===== config.mk =====
export PLATFORM = sky130hd
export DESIGN_NAME = spi_transaction_queue
export DESIGN_NICKNAME = d
export VERILOG_FILES = /design/src/rtl/spi_pkg.sv /design/src/rtl/spi_sync_fifo.sv /design/src/rtl/spi_transaction_queue.sv
export SDC_FILE = /design/constraint.sdc
export NUM_CORES = 1
export LEC_CHECK = 0
export ABC_AREA = 1
export CAP_MARGIN = 20
export CORE_ASPECT_RATIO = 1.5
export CORE_MARGIN = 4
export CORE_UTILIZATION = 25
export DETAILED_ROUTE_END_ITERATION = 16
export GPL_TIMING_DRIVEN = 0
export PLACE_DENSITY = 0.45
export RECOVER_POWER = 50
export SKIP_LAST_GASP = 1
export SLEW_MARGIN = 25
export SYNTH_ARGS = -nofsm -noshare
export SYNTH_HDL_FRONTEND = slang
export SYNTH_SLANG_ARGS = --single-unit

===== constraint.sdc =====
create_clock -name clk -period 8.1 [get_ports clk]
set_input_delay 1.215 -clock clk [delete_from_list [all_inputs] [get_ports clk]]
set_output_delay 1.215 -clock clk [all_outputs]
set_load 0.1 [all_outputs]

===== src/rtl/spi_pkg.sv =====
// Shared types, length codes and helpers for the SPI transaction queue.
package spi_pkg;

    localparam int unsigned DATA_W = 32;
    localparam int unsigned LEN_W  = 2;

    // Transaction length codes understood by spi_master
    localparam logic [LEN_W-1:0] LEN_8  = 2'b00;
    localparam logic [LEN_W-1:0] LEN_16 = 2'b01;
    localparam logic [LEN_W-1:0] LEN_24 = 2'b10;
    localparam logic [LEN_W-1:0] LEN_32 = 2'b11;

    // Launch sequencer states
    typedef enum logic [1:0] {
        ST_IDLE      = 2'b00,
        ST_LAUNCH    = 2'b01,
        ST_WAIT_BUSY = 2'b10,
        ST_WAIT_DONE = 2'b11
    } state_t;

    // Mask selecting the right-aligned bits that are valid for a length code
    function automatic logic [DATA_W-1:0] len_mask(input logic [LEN_W-1:0] len);
        logic [DATA_W-1:0] m;
        case (len)
            LEN_8:   m = 32'h0000_00FF;
            LEN_16:  m = 32'h0000_FFFF;
            LEN_24:  m = 32'h00FF_FFFF;
            default: m = 32'hFFFF_FFFF;
        endcase
        return m;
    endfunction

endpackage


===== src/rtl/spi_sync_fifo.sv =====
// Single-clock first-word-fall-through FIFO with full/empty/count.
module spi_sync_fifo #(
    parameter int unsigned WIDTH = 8,
    parameter int unsigned DEPTH = 4,
    localparam int unsigned PW   = (DEPTH > 1) ? $clog2(DEPTH) : 1,
    localparam int unsigned CW   = $clog2(DEPTH) + 1
) (
    input  logic             clk,
    input  logic             rst,
    input  logic             push,
    input  logic [WIDTH-1:0] wr_data,
    input  logic             pop,
    output logic [WIDTH-1:0] rd_data,
    output logic             full,
    output logic             empty,
    output logic [CW-1:0]    count
);

    logic [WIDTH-1:0] mem [DEPTH];
    logic [PW-1:0]    wr_ptr;
    logic [PW-1:0]    rd_ptr;
    logic             do_push_c;
    logic             do_pop_c;

    assign full      = (count == CW'(DEPTH));
    assign empty     = (count == '0);
    assign do_push_c = push & ~full;
    assign do_pop_c  = pop & ~empty;
    // Head entry is presented directly; zero when nothing is stored
    assign rd_data   = empty ? '0 : mem[rd_ptr];

    // Storage array, written on accepted push only
    always_ff @(posedge clk) begin
        if (do_push_c) begin
            mem[wr_ptr] <= wr_data;
        end
    end

    // Pointers and occupancy; simultaneous push/pop leaves count unchanged
    always_ff @(posedge clk) begin
        if (rst) begin
            wr_ptr <= '0;
            rd_ptr <= '0;
            count  <= '0;
        end else begin
            if (do_push_c) begin
                wr_ptr <= wr_ptr + PW'(1);
            end
            if (do_pop_c) begin
                rd_ptr <= rd_ptr + PW'(1);
            end
            case ({do_push_c, do_pop_c})
                2'b10:   count <= count + CW'(1);
                2'b01:   count <= count - CW'(1);
                default: count <= count;
            endcase
        end
    end

endmodule


===== src/rtl/spi_transaction_queue.sv =====
// Buffers SPI requests, launches them one at a time on spi_master and
// returns each received word, tagged with its slave address.
module spi_transaction_queue
    import spi_pkg::*;
#(
    parameter int unsigned SLAVE_COUNT = 8,
    parameter int unsigned DEPTH       = 4,
    parameter int unsigned TIMEOUT     = 4,
    localparam int unsigned AW         = $clog2(SLAVE_COUNT),
    localparam int unsigned CW         = $clog2(DEPTH) + 1
) (
    input  logic              clk,
    input  logic              rst,
    input  logic              req_valid,
    output logic              req_ready,
    input  logic [DATA_W-1:0] req_data,
    input  logic [AW-1:0]     req_addr,
    input  logic [LEN_W-1:0]  req_len,
    output logic              rsp_valid,
    input  logic              rsp_ready,
    output logic [DATA_W-1:0] rsp_data,
    output logic [AW-1:0]     rsp_addr,
    output logic              spi_start,
    input  logic              spi_busy,
    output logic [DATA_W-1:0] spi_tx_data,
    output logic [AW-1:0]     spi_addr,
    output logic [LEN_W-1:0]  spi_len,
    input  logic [DATA_W-1:0] spi_rx_data,
    output logic              err_timeout,
    output logic [CW-1:0]     pending
);

    localparam int unsigned TCW = $clog2(TIMEOUT + 1);
    localparam int unsigned CMD_W = DATA_W + AW + LEN_W;
    localparam int unsigned RSP_W = DATA_W + AW;

    typedef struct packed {
        logic [DATA_W-1:0] data;
        logic [AW-1:0]     addr;
        logic [LEN_W-1:0]  len;
    } cmd_t;

    typedef struct packed {
        logic [DATA_W-1:0] data;
        logic [AW-1:0]     addr;
    } rsp_t;

    cmd_t           cmd_wr;
    cmd_t           cmd_rd;
    rsp_t           rsp_wr;
    rsp_t           rsp_rd;
    logic           cmd_full;
    logic           cmd_empty;
    logic           rsp_full;
    logic           rsp_empty;
    logic [CW-1:0]  rsp_level_unused;
    logic           req_fire_c;
    logic           rsp_fire_c;

    state_t         state;
    state_t         state_next;
    logic [TCW-1:0] to_cnt;
    logic           cmd_pop_c;
    logic           rsp_push_c;
    logic           load_c;
    logic           cnt_clr_c;
    logic           cnt_inc_c;
    logic           err_set_c;

    assign req_ready  = ~cmd_full;
    assign req_fire_c = req_valid & req_ready;
    assign rsp_valid  = ~rsp_empty;
    assign rsp_fire_c = rsp_valid & rsp_ready;
    assign rsp_data   = rsp_rd.data;
    assign rsp_addr   = rsp_rd.addr;

    assign cmd_wr = '{data: req_data, addr: req_addr, len: req_len};
    // Received word trimmed to the launched length, tagged with its slave
    assign rsp_wr = '{data: spi_rx_data & len_mask(spi_len), addr: spi_addr};

    spi_sync_fifo #(
        .WIDTH (CMD_W),
        .DEPTH (DEPTH)
    ) u_cmd_fifo (
        .clk     (clk),
        .rst     (rst),
        .push    (req_fire_c),
        .wr_data (cmd_wr),
        .pop     (cmd_pop_c),
        .rd_data (cmd_rd),
        .full    (cmd_full),
        .empty   (cmd_empty),
        .count   (pending)
    );

    spi_sync_fifo #(
        .WIDTH (RSP_W),
        .DEPTH (DEPTH)
    ) u_rsp_fifo (
        .clk     (clk),
        .rst     (rst),
        .push    (rsp_push_c),
        .wr_data (rsp_wr),
        .pop     (rsp_fire_c),
        .rd_data (rsp_rd),
        .full    (rsp_full),
        .empty   (rsp_empty),
        .count   (rsp_level_unused)
    );

    // Sequencer state register
    always_ff @(posedge clk) begin
        if (rst) begin
            state <= ST_IDLE;
        end else begin
            state <= state_next;
        end
    end

    // Sequencer next state and per-cycle control strobes
    always_comb begin
        state_next = state;
        cmd_pop_c  = 1'b0;
        rsp_push_c = 1'b0;
        load_c     = 1'b0;
        cnt_clr_c  = 1'b0;
        cnt_inc_c  = 1'b0;
        err_set_c  = 1'b0;
        case (state)
            ST_IDLE: begin
                // Launch only when a result slot is guaranteed
                if (~cmd_empty & ~rsp_full & ~spi_busy) begin
                    cmd_pop_c  = 1'b1;
                    load_c     = 1'b1;
                    state_next = ST_LAUNCH;
                end
            end
            ST_LAUNCH: begin
                cnt_clr_c  = 1'b1;
                state_next = ST_WAIT_BUSY;
            end
            ST_WAIT_BUSY: begin
                if (spi_busy) begin
                    state_next = ST_WAIT_DONE;
                end else if (to_cnt == TCW'(TIMEOUT - 1)) begin
                    // Master never acknowledged: drop the command
                    err_set_c  = 1'b1;
                    state_next = ST_IDLE;
                end else begin
                    cnt_inc_c = 1'b1;
                end
            end
            ST_WAIT_DONE: begin
                if (~spi_busy) begin
                    rsp_push_c = 1'b1;
                    state_next = ST_IDLE;
                end
            end
            default: begin
                state_next = ST_IDLE;
            end
        endcase
    end

    // Start pulse registered so it is high exactly while in LAUNCH
    always_ff @(posedge clk) begin
        if (rst) begin
            spi_start <= 1'b0;
        end else begin
            spi_start <= (state_next == ST_LAUNCH);
        end
    end

    // Holding registers feeding the master, loaded only on the IDLE pop
    always_ff @(posedge clk) begin
        if (rst) begin
            spi_tx_data <= '0;
            spi_addr    <= '0;
            spi_len     <= '0;
        end else if (load_c) begin
            spi_tx_data <= cmd_rd.data;
            spi_addr    <= cmd_rd.addr;
            spi_len     <= cmd_rd.len;
        end
    end

    // Start-to-busy timeout counter and sticky error flag
    always_ff @(posedge clk) begin
        if (rst) begin
            to_cnt      <= '0;
            err_timeout <= 1'b0;
        end else begin
            if (cnt_clr_c) begin
                to_cnt <= '0;
            end else if (cnt_inc_c) begin
                to_cnt <= to_cnt + TCW'(1);
            end
            if (err_set_c) begin
                err_timeout <= 1'b1;
            end
        end
    end

endmodule


# [Word level (Yosys, flattened, before mapping)]
# Memories as Yosys holds them, arrays and structs flattened. A register that Yosys moved wholly into a read port is not among the register bits.
# Index checks and enable logic that the tools add are counted.
[totals] elab_cells=81 out_inout_bits=79 regBits=21 memories=2 input_bits=74 ram_bits=288
[mem_list] memory="u_cmd_fifo.mem" words=4 width=37 read_ports=1 rd_ports_with_merged_regs=1 wr=1 line="spi_sync_fifo.sv:19" rtl="logic [WIDTH-1:0] mem [DEPTH];"
[mem_list] memory="u_rsp_fifo.mem" words=4 width=35 read_ports=1 rd_ports_with_merged_regs=1 wr=1 line="spi_sync_fifo.sv:19"
[op_classes] n_bitwise=14 add_sub_neg=9 n_reduce_logical=7 n_mux=26 eq_ne=13
[ops] op="one-hot mux 32 bit (3 select lines)" n=1
[ops] op="two-way mux 35 bit" n=1
[ops] op="AND 32 bit" n=1
[ops] op="two-way mux 1 bit" n=15
[ops] op="two-way mux 2 bit" n=6
[ops] op="one-hot mux 3 bit (2 select lines)" n=2
[ops] op="equality test 2 x 1 -> 1 bit, second input constant" n=5
[ops] op="equality test 2 bit, second input constant" n=5
[ops] op="adder 3 x 1 -> 3 bit, second input constant" n=3
[ops] op="adder 2 x 1 -> 2 bit, second input constant" n=4
[ops] op="AND 1 bit" n=8
[ops] op="one-hot mux 2 bit (4 select lines)" n=1
[ops] op="equality test 3 bit, second input constant" n=2
[ops] op="logical NOT 3 bit" n=2
[ops] op="subtractor 3 x 1 -> 3 bit, second input constant" n=2
[ops] op="NOT 1 bit" n=5
[ops] op="logical NOT 2 bit" n=2
[ops] op="nonzero test 2 bit" n=2
[ops] op="equality test 3 x 2 -> 1 bit, second input constant" n=1
[ops] op="OR reduction 2 bit" n=1

# [Longest topological paths before layout]
[logic_depth] depth_word=9 depth_mapped=12 mapped_depth_nobuf=12

# [Cells and area by module]
# A second synthesis with hierarchy kept.
[unflattened] cells_unflattened=1480 area_unflattened_um2=14908.0
[modules_own_cells] module="spi_sync_fifo at u_cmd_fifo" seq_area_each_um2=4624.4 n_inst=1 cells_per_inst=544 area_each_um2=6324.8
[modules_own_cells] module="spi_sync_fifo at u_rsp_fifo" seq_area_each_um2=4384.2 n_inst=1 cells_per_inst=517 area_each_um2=6032.0
[modules_own_cells] module="spi_transaction_queue" seq_area_each_um2=880.8 n_inst=1 cells_per_inst=419 area_each_um2=2551.2

# [Worst setup path after synthesis]
# Ideal clock, no wire load.
[synth_path] kind="register to output" start="register u_rsp_fifo.count[0]" end="output rsp_addr[0]" required_ns=6.885 arrival_time_ns=3.306 path_stages_with_launch=6 path_slack_ns=3.579 path_buffers=1 cell_sequence="dfxtp_1 -> inv_2 -> nand3_1 -> clkinv_1 -> clkbuf_1 -> a21oi_1"
[synth_via] elab_chain_len=2
[synth_rtl] item="start, declared" line="spi_sync_fifo.sv:16" rtl="output logic [CW-1:0] count"
[synth_rtl] item="start signal, assigned" line="spi_sync_fifo.sv:53" rtl="2'b10: count <= count + CW'(1);"
[synth_rtl] item="start signal, assigned" line="spi_sync_fifo.sv:54" rtl="2'b01: count <= count - CW'(1);"
[synth_rtl] item="start signal, assigned" line="spi_sync_fifo.sv:55" rtl="default: count <= count;"
[synth_rtl] item="logical NOT 3 bit" line="spi_sync_fifo.sv:26" rtl="assign empty = (count == '0);"
[synth_rtl] item="two-way mux 35 bit" line="spi_sync_fifo.sv:30" rtl="assign rd_data = empty ? '0 : mem[rd_ptr];"
[synth_rtl] item="end, declared" line="spi_transaction_queue.sv:22" rtl="output logic [AW-1:0] rsp_addr,"
# No other way between the ends.

==> impl_metrics.toml <==
[outcome]
status = "finished clean"

[grt]
use_met1_pct = 14.6
grtUsageMet3_pct = 2.50
grt_max_degree = 21
grt_pass1_wl_um = 59700
gr-total-overflow = 0
grt_antenna_before_repair = 7
grt_use_met2_pct = 24.5
grt_pass1_vias = 9704
busiest_layer = "met2"
grt.total_usage_pct = 12.8

[min_path]
hp-class = "reg2reg"
holdCritStartpoint = "to_cnt[1]"
hold_path_end = "to_cnt[1]"
holdPathStages = 2

[timing]
rsz0062_at_grt = "false"
fin_ws_ns = 3.58
hold_viol = 0
min_period_over_period_pct = 55.7
skew_ns = 0.00969
slew_headroom_pct = 7.17
tightest_slew_ns = 1.39
timing.hold.ws_ns = 0.470
drv_slew = 0
final.setup.tns_ns = 0
min_period_ns = 4.52
setup_viol = 0
max_freq_mhz = 221

[routing]
wl_um = 38600
vias_per_cell = 4.26
drc = 0
antenna_left = 0
dr.pass1.iters = 4
drtIter0Drc = 433
wl_per_cell_um = 17.4
vias = 9474

[critical_path]
rrSetupSlack_ns = 5.06
cp_max_fo = 10
worstPathRequired_ns = 6.88
cp.arrival_ns = 3.30
cpLargestDelayFamily = "buffers and inverters"
reg2reg_depth = 6
start_kind = "register"
cp-end-kind = "output pin"
crit_slowest_cell = "clkdlybuf4s50_1"
slowest_delay_ns = 1.22
crit_buf_inv = 4
criticalPathCategory = "reg2out"
crit_chain = "buf_2 -> inv_2 -> clkbuf_1 -> o21ai_0 -> a21oi_1 -> clkdlybuf4s50_1"
r2r_start = "u_cmd_fifo.count[1]"
r2r-end = "u_cmd_fifo.mem[1][27]"

[logic_synthesis]
synth_top_area_share_pct = 62.1
ys_ff_latch = 348
synth_top_flop_cell = "edfxtp_1"
ys_types = 27
synth_top_cells_by_count = "288 x edfxtp_1, 286 x nor2_1, 256 x nand2_1"
synth_nets = 1381
avgSynthCellArea_um2 = 10.8
yosysSeqAreaShare_pct = 70.7
synth-edff-count = 288
async_flop_share_pct = 0
synthTopCellsByArea = "edfxtp_1 62%, dfxtp_1 8.6%, nor2_1 7.7%"
synth_warnings = 0
synth.most_common_cell = "edfxtp_1"
yosys.area.top_type = "edfxtp_1"
synthCells = 1293
syn_area_mm2 = 0.0139

[place]
gp_congestion = 0.735
io_buffers = 152
pre_cts_ws_ns = 4.04
dp_hpwl_um = 26800

[clock_tree]
clkTransAtPathRegs_ns = 0.06
root_buffer = "clkbuf_16"
cts_resized = 0
cts_tree = "yes"
clk_latency_ns = 0.53
numCtsBuffers = 38
clkSinkCount = 348
cts.hold.buffers_added = 0
h-tree-depth = 2
cts_buffer_depth = 3
post_cts_buffers = 0

[final_layout]
drive_gt1_share_pct = 7.46
final_nets = 1588
area_growth_pct = 28.7

[floorplanning]
dieArea_mm2 = 0.0596
row_count = 105
design.portCount = 153
start_util_pct = 25.4
die_w_um = 201
core_area_mm2 = 0.0549
die-height_um = 297

[power]
pwr_density_cell_mw_per_mm2 = 371
vdd_drop_max_v = 0.000225
leakagePower_nw = 6.75

[job]
max-cap-violations = 0
## registers in the layout, indices dropped and copies added (netlist names), named ones only
signal / count
u_cmd_fifo.wr_ptr: 2
state: 2
u_rsp_fifo.mem: 140
err_timeout: 1
to_cnt: 3
spi_tx_data: 32
u_cmd_fifo.mem: 148
u_rsp_fifo.wr_ptr: 2
u_cmd_fifo.rd_ptr: 2
u_rsp_fifo.rd_ptr: 2
spi_start: 1
u_rsp_fifo.count: 3
u_cmd_fifo.count: 3
spi_addr: 3
spi_len: 2
## worst reg2reg max path, stage by stage (launching register included)
cell      delay [ns]
dfxtp_1         0.39
nor2_1          0.08
nand2_1         0.07
nand2_1         0.20
nor2_1          0.67
clkbuf_1        1.08
buf_16          0.26
## layout by cell type (no fill, tap or decap), types with 2 or more instances in the layout
| cell | n |
|---|---|
| a21oi_1 | 51 |
| a31oi_1 | 2 |
| buf_16 | 12 |
| buf_2 | 25 |
| buf_4 | 8 |
| bufinv_16 | 3 |
| clkbuf_1 | 43 |
| clkbuf_16 | 41 |
| clkbuf_8 | 3 |
| clkdlybuf4s50_1 | 96 |
| clkinv_1 | 4 |
| clkinv_2 | 6 |
| dfxtp_1 | 60 |
| diode_2 | 2 |
| dlygate4sd3_1 | 56 |
| edfxtp_1 | 288 |
| fa_1 | 2 |
| ha_1 | 12 |
| inv_1 | 94 |
| inv_2 | 5 |
| nand2_1 | 256 |
| nand3_1 | 6 |
| nor2_1 | 283 |
| nor2_4 | 3 |
| nor3_1 | 2 |
| o21ai_0 | 117 |
| o21ai_1 | 39 |
| or2_2 | 2 |
## cell families (layout without fill, tap and decap cells)
group / Yosys count / in the layout / share of synthesized area, %
AO/OA/AOI/OAI: 209 / 209 / 7.53
flip-flops: 348 / 348 / 70.7
buffers and inverters: 166 / 401 / 5.12
XOR/XNOR: 1 / 1 / 0.0629
adder cells (fa/ha/maj): 14 / 14 / 1.37
AND/OR/NAND/NOR: 555 / 555 / 15.2
other: 0 / 2 / 0
## how the worst max path moves through the flow
stage / slack [ns] / start / depth (start not counted) / end
2_1_floorplan: 3.58 / u_rsp_fifo.count[0] / 5 / rsp_addr[0]
3_3_place_gp: 2.48 / spi_busy / 4 / u_rsp_fifo.mem[3][18]
3_5_place_dp: 4.04 / register / 6 / rsp_data[12]
4_1_cts: 3.45 / register / 6 / rsp_data[12]
5_1_grt: 3.36 / u_rsp_fifo.count[1] / 6 / rsp_data[6]
6_report: 3.58 / register / 6 / rsp_data[10]
## metal layers
metal  wire length, um  part of all wire (%)  vias up
li1                  -                     -     4705
met1             15700                    41     4495
met2             20500                    53      206
met3              1640                   4.3       62
met4               747                   1.9        6
met5                41                  0.11        -
## per-stage QoR
stage	power [mW]	util [%]	cells	cell area, um^2
6_report	6.65	32.6	2225	17900
5_1_grt	7.01	32.6	2223	17900
4_1_cts	6.80	32.9	2223	18000
3_5_place_dp	5.01	30.6	2155	16800
3_3_place_gp	4.97	29.7	2140	16300
2_1_floorplan	4.20	-	1293	13900
## power by group
group | leakage (nW) | total [mW] | switching, mW | internal [mW]
clock | 0.618 | 1.75 | 0.700 | 1.05
combinational | 3.00 | 2.66 | 2.06 | 0.601
sequential | 3.13 | 2.23 | 0.0893 | 2.14
total | 6.75 | 6.65 | 2.85 | 3.79
## layout make-up
type	count	area, um^2
Antenna cell	2	5.00
Buffer	66	310
Clock buffer	54	1100
Clock inverter	14	149
Fill cell	5615	37000
Inverter	100	375
Multi-Input combinational cell	779	3380
Sequential cell	348	9850
Tap cell	695	870
Timing Repair Buffer	167	1880
Power figures use the tool's default switching activity.
